==> config.mk <==
export PLATFORM = sky130hd
export DESIGN_NAME = mips_bus_memory
export DESIGN_NICKNAME = d
export VERILOG_FILES = /design/src/rtl/mips_bus_pkg.sv /design/src/rtl/mips_bus_lfsr.sv /design/src/rtl/mips_bus_memory.sv
export SDC_FILE = /design/constraint.sdc
export NUM_CORES = 2
export LEC_CHECK = 0
export BUFFER_PORTS_ARGS = -buffer_cell sky130_fd_sc_hd__buf_2
export CAP_MARGIN = 40
export CORE_ASPECT_RATIO = 0.75
export CORE_MARGIN = 3
export CORE_UTILIZATION = 35
export CTS_BUF_LIST = sky130_fd_sc_hd__clkbuf_4 sky130_fd_sc_hd__clkbuf_8
export DETAILED_ROUTE_END_ITERATION = 12
export MAX_ROUTING_LAYER = met4
export PLACE_DENSITY = 0.5
export SLEW_MARGIN = 40
export SYNTH_ARGS = -nofsm -noshare
export SYNTH_HDL_FRONTEND = slang
export SYNTH_SLANG_ARGS = --single-unit
==> constraint.sdc <==
create_clock -name clk -period 4.1 [get_ports clk]
set_clock_uncertainty 0.1 [all_clocks]
set_input_delay 1.23 -clock clk [delete_from_list [all_inputs] [get_ports clk]]
set_output_delay 1.23 -clock clk [all_outputs]
set_load 0.1 [all_outputs]
==> src/rtl/mips_bus_pkg.sv <==
// Shared types and helpers for the mips_cpu_bus memory slave.
package mips_bus_pkg;

  typedef enum logic [1:0] {
    BUS_IDLE,
    BUS_STALL,
    BUS_GRANT
  } bus_state_t;

  localparam logic [31:0] BUS_RESET_VECTOR = 32'hBFC00000;

  // Expands the four byte-lane enables into a 32-bit bit mask.
  function automatic logic [31:0] be_to_mask(input logic [3:0] be);
    return {{8{be[3]}}, {8{be[2]}}, {8{be[1]}}, {8{be[0]}}};
  endfunction

endpackage

==> src/rtl/mips_bus_lfsr.sv <==
// 8-bit Fibonacci LFSR (taps 8,6,5,4) advancing every cycle; draws random stall lengths.
module mips_bus_lfsr #(
  parameter logic [7:0] SEED = 8'hA5
) (
  input  logic       clk,
  input  logic       reset_n,
  output logic [7:0] value
);

  logic feedback;

  assign feedback = value[7] ^ value[5] ^ value[4] ^ value[3];

  always_ff @(posedge clk or negedge reset_n) begin
    if (!reset_n) value <= SEED;
    else          value <= {value[6:0], feedback};
  end

endmodule

==> src/rtl/mips_bus_memory.sv <==
// Word-addressed memory slave for mips_cpu_bus with wait states, byte lanes and error pulses.
// Define MEM_RANDOM_WAIT_EN to draw each access's stall length from an LFSR instead of WAIT_CYCLES.
module mips_bus_memory
  import mips_bus_pkg::*;
#(
  parameter logic [31:0] ADDR_BASE   = BUS_RESET_VECTOR,
  parameter int          DEPTH_WORDS = 64,
  parameter int          WAIT_CYCLES = 0
) (
  input  logic        clk,
  input  logic        reset_n,
  input  logic [31:0] address,
  input  logic        write,
  input  logic        read,
  output logic        waitrequest,
  input  logic [31:0] writedata,
  input  logic [3:0]  byteenable,
  output logic [31:0] readdata,
  output logic        error
);

  localparam int IW = (DEPTH_WORDS > 1) ? $clog2(DEPTH_WORDS) : 1;

  logic [31:0] mem [DEPTH_WORDS];

  bus_state_t  state, next_state;
  logic [3:0]  cnt, next_cnt;
  logic [3:0]  stall_len;
  logic        req, accept;
  logic [31:0] word_index;
  logic [IW-1:0] idx;
  logic        in_range, is_null, bad;

`ifdef MEM_RANDOM_WAIT_EN
  logic [7:0] lfsr_q;
  logic [4:0] draw;

  mips_bus_lfsr #(.SEED(8'hA5)) u_lfsr (
    .clk     (clk),
    .reset_n (reset_n),
    .value   (lfsr_q)
  );

  assign draw      = {1'b0, lfsr_q[3:0]} % 5'(WAIT_CYCLES + 1);
  assign stall_len = draw[3:0];
`else
  assign stall_len = 4'(WAIT_CYCLES);
`endif

  assign req         = read | write;
  assign waitrequest = req && (state != BUS_GRANT) && !(state == BUS_IDLE && stall_len == 4'd0);

  // The IDLE request cycle is the first stall cycle, so STALL counts down to 1, not 0.
  always_comb begin
    next_state = state;
    next_cnt   = cnt;
    accept     = 1'b0;
    case (state)
      BUS_IDLE: begin
        if (req) begin
          if (stall_len == 4'd0) begin
            accept = 1'b1;
          end else if (stall_len == 4'd1) begin
            next_state = BUS_GRANT;
          end else begin
            next_state = BUS_STALL;
            next_cnt   = stall_len - 4'd1;
          end
        end
      end
      BUS_STALL: begin
        if (!req)                 next_state = BUS_IDLE;
        else if (cnt <= 4'd1)     next_state = BUS_GRANT;
        else                      next_cnt   = cnt - 4'd1;
      end
      BUS_GRANT: begin
        next_state = BUS_IDLE;
        accept     = req;
      end
      default: next_state = BUS_IDLE;
    endcase
  end

  always_ff @(posedge clk or negedge reset_n) begin
    if (!reset_n) begin
      state <= BUS_IDLE;
      cnt   <= 4'd0;
    end else begin
      state <= next_state;
      cnt   <= next_cnt;
    end
  end

  // Unsigned subtract: addresses below the base wrap to huge indices and fall out of range.
  assign word_index = (address - ADDR_BASE) >> 2;
  assign idx       = word_index[IW-1:0];
  assign in_range  = word_index < 32'(DEPTH_WORDS);
  assign is_null   = (address == 32'd0);
  assign bad       = (read && write) || (address[1:0] != 2'b00) || (is_null ? write : !in_range);

  always_ff @(posedge clk or negedge reset_n) begin
    if (!reset_n) begin
      readdata <= 32'd0;
      error    <= 1'b0;
    end else begin
      error <= accept && bad;
      if (accept && read) readdata <= (bad || is_null) ? 32'd0 : mem[idx];
    end
  end

  // Contents survive reset, so the array has no reset branch.
  always_ff @(posedge clk) begin
    if (accept && write && !bad)
      mem[idx] <= (mem[idx] & ~be_to_mask(byteenable)) | (writedata & be_to_mask(byteenable));
  end

endmodule

==> metrics.txt <==
r2r worst-path depth=8; initial core utilization=35.4%; initial drt markers=8317; crit path cell chain=buf_8, buf_4, buf_4, nor3b_1, o21ai_1, buf_4, a41oi_1, a2111oi_1, and4_1, mux2i_4, buf_12; most frequent cells in the layout=edfxtp_1, buf_4, a22oi_1; Peak Freq=254 MHz; worst slack, placed=-705 ps; outcome=finished, final reports clean; Filler cells=19900; Tightest Hold Check Type=input pin to async pin; gpl congestion=0.945; maximum clock path buffer count=4; Yosys reg bits=2081; slowest cell on the critical path=a2111oi_1; count of final max-slew check failures=0; Worst-path clk slew=60 ps; hpwl dp=202 mm; ys flop type=edfxtp_1; CP startpoint kind=input pin; Post-synth EDFFs=2048; Max Cap Violations=0; PortBufs=104; Routed Antenna Nets=0; peak fanout along the critical path=49; # hold bufs at CTS=0; CP most frequent cell=buf_4; pin count of the biggest net entering global routing=57; Root Buffer=clkbuf_8; Post CTS Setup Buffer Count=0; io pins=106; Slew HR=44.7%; vias in the first global route=50100; worst skew pair latency=990 ps; WL per Instance=34.4 um; # DRC=0; CP Class=input pin to flip-flop; Async SR Flop Fraction=1.59%; Fin. Hold Viols=0; DR vias=52800; CTS H-tree depth=5; row cnt=151; CP endpoint kind=flip-flop; CP peak stage delay=670 ps; initial antenna violation count=23; commonest non-fill, non-tap cell in the layout=edfxtp_1; Post-Syn Area=80300 um2; final worst slack=160 ps; sequential area share after synthesis=77.6%; post-CTS sizing=0; area grow syn2layout=26.3%; post-DR vias/cell=5.87; Fin Hold WS=117 ps; Max VDD drop=284 uV; worst path required time=4620 ps; Period Utilization, post-route=96.1%; synthesized area per cell=17.3 um2; syn_nets=4703; share of cells above drive strength 1=29.6%; Global Route Usage Sum=26.4%; clk sink count=2081; WL final=309 mm; core area=227000 um2; Final Setup Violations=0; gate count of the mapped netlist=4631; Chip Height=421 um; Pleak=34.2 nW; Worst Path Arrival=4460 ps; Cell Pwr Density=450 nW/um2; library cells used by synthesis=80; Die ar.=235000 um2; first-pass GRT wire length=421 mm; final net count=5739; TritonCTS Buffers=340; TritonRoute pass-1 iters=6; Die X=559 um; CTS tree=built; Tightest Pin Transition=827 ps; RSZ-0062 raised after global routing=no; grt total ovfl=0; min Tclk post-route=3940 ps; YS warnings=0
## critical path: cells and delay by family
kind / cells / cell delay, ps
buffers and inverters: 5 / 1100
AO/OA/AOI/OAI: 3 / 1440
AND/OR/NAND/NOR: 2 / 520
multiplexers: 1 / 130
## synthesized netlist by cell type (6+ instances only)
cell	number	area, um2
and3_1	14	87.6
o221ai_1	21	184
a221o_1	6	60.1
nand3_1	28	140
nand4bb_1	6	67.6
a222oi_1	10	100
a221oi_1	84	736
nor3_1	23	115
buf_1	35	131
nor4_1	34	213
a32oi_1	17	149
o22a_1	8	70.1
mux2i_1	341	3410
nand2b_1	9	56.3
nand2_1	98	368
a211oi_1	13	97.6
o211ai_1	9	67.6
clkbuf_1	149	559
o32ai_1	9	78.8
mux4_2	15	338
o22ai_1	311	1950
nor2_1	115	432
a21oi_1	78	390
a211o_1	8	70.1
a22o_1	44	385
or3b_2	20	175
dfrtp_1	33	826
inv_1	29	109
o21ai_0	42	210
buf_4	17	128
and3b_1	11	96.3
a31oi_1	19	119
mux2_2	38	428
a22oi_1	507	3810
buf_2	141	706
nand3b_1	39	293
nor3b_1	13	97.6
a21o_1	11	82.6
edfxtp_1	2048	61500
nand4_1	6	37.5
o2bb2ai_1	36	315
or4_1	40	300
nor2b_1	7	43.8
## flip-flops by register name, summed over array words and instances, names as in the netlist
name and count:
mem 2048, readdata 32, error 1
## power by group
part           leakage (nW)  switching (mW)  total, mW  internal (mW)
registers              18.9       0.0000896       23.9           23.9
clock network          3.40            8.38       17.7           9.35
logic                  11.9            2.59       4.01           1.42
total                  34.2            11.0       45.6           34.6
## layer usage
layer  wire (um)  vias up  part of all wire, %  track usage (%)
met5           0        -                    0                -
met4        8810        0                  2.8             7.26
met3       36900      513                   12             6.67
met2      129000     3401                   42             36.1
met1      135000    27500                   44             38.9
li1            -    21400                    -                -
## layout make-up
| class | count | area [um2] | area share [%] |
|---|---|---|---|
| multi-input combinational | 2169 | 17200 | 17.0 |
| sequential | 2081 | 62300 | 61.5 |
| timing repair buffer | 1042 | 11400 | 11.3 |
| inverter | 33 | 124 | 0.122 |
| tap | 3060 | 3830 | 3.78 |
| clock inverter | 122 | 727 | 0.717 |
| clock buffer | 466 | 5700 | 5.62 |
| antenna | 14 | 35.0 | 0.0345 |
## stage by stage
step	total power, mW	instances	TNS [ps]	utilization [%]	area [um2]
6_report	45.6	8987	0	44.7	101000
5_1_grt	46.9	8983	0	44.7	101000
4_1_cts	45.8	8973	0	44.7	101000
3_5_place_dp	28.2	8385	-577840	41.8	94900
3_3_place_gp	28.2	8385	-592860	41.8	94900
2_1_floorplan	25.9	4631	-851580	-	80600
## cell families after synthesis
family,Yosys count,synth area share (%)
other,1,0.00467
AO/OA/AOI/OAI,1276,11.5
buffers and inverters,381,2.13
flip-flops,2081,77.6
AND/OR/NAND/NOR,496,3.49
multiplexers,396,5.24
## path summary, 6_finish.rpt
kind / startpoint / endpoint / slack [ps]
setup / recovery: address[3] / mem[58][24] / 160
hold / removal: reset_n / readdata[18] / 120
setup reg to reg: mem[19][24] / mem[58][24] / 620
hold reg to reg: readdata[22] / readdata[22] / 380
max in group asynchronous: reset_n / readdata[27] / 3210
min in group clk: readdata[22] / readdata[22] / 380
Note: power is estimated with default switching activity, not from simulation.
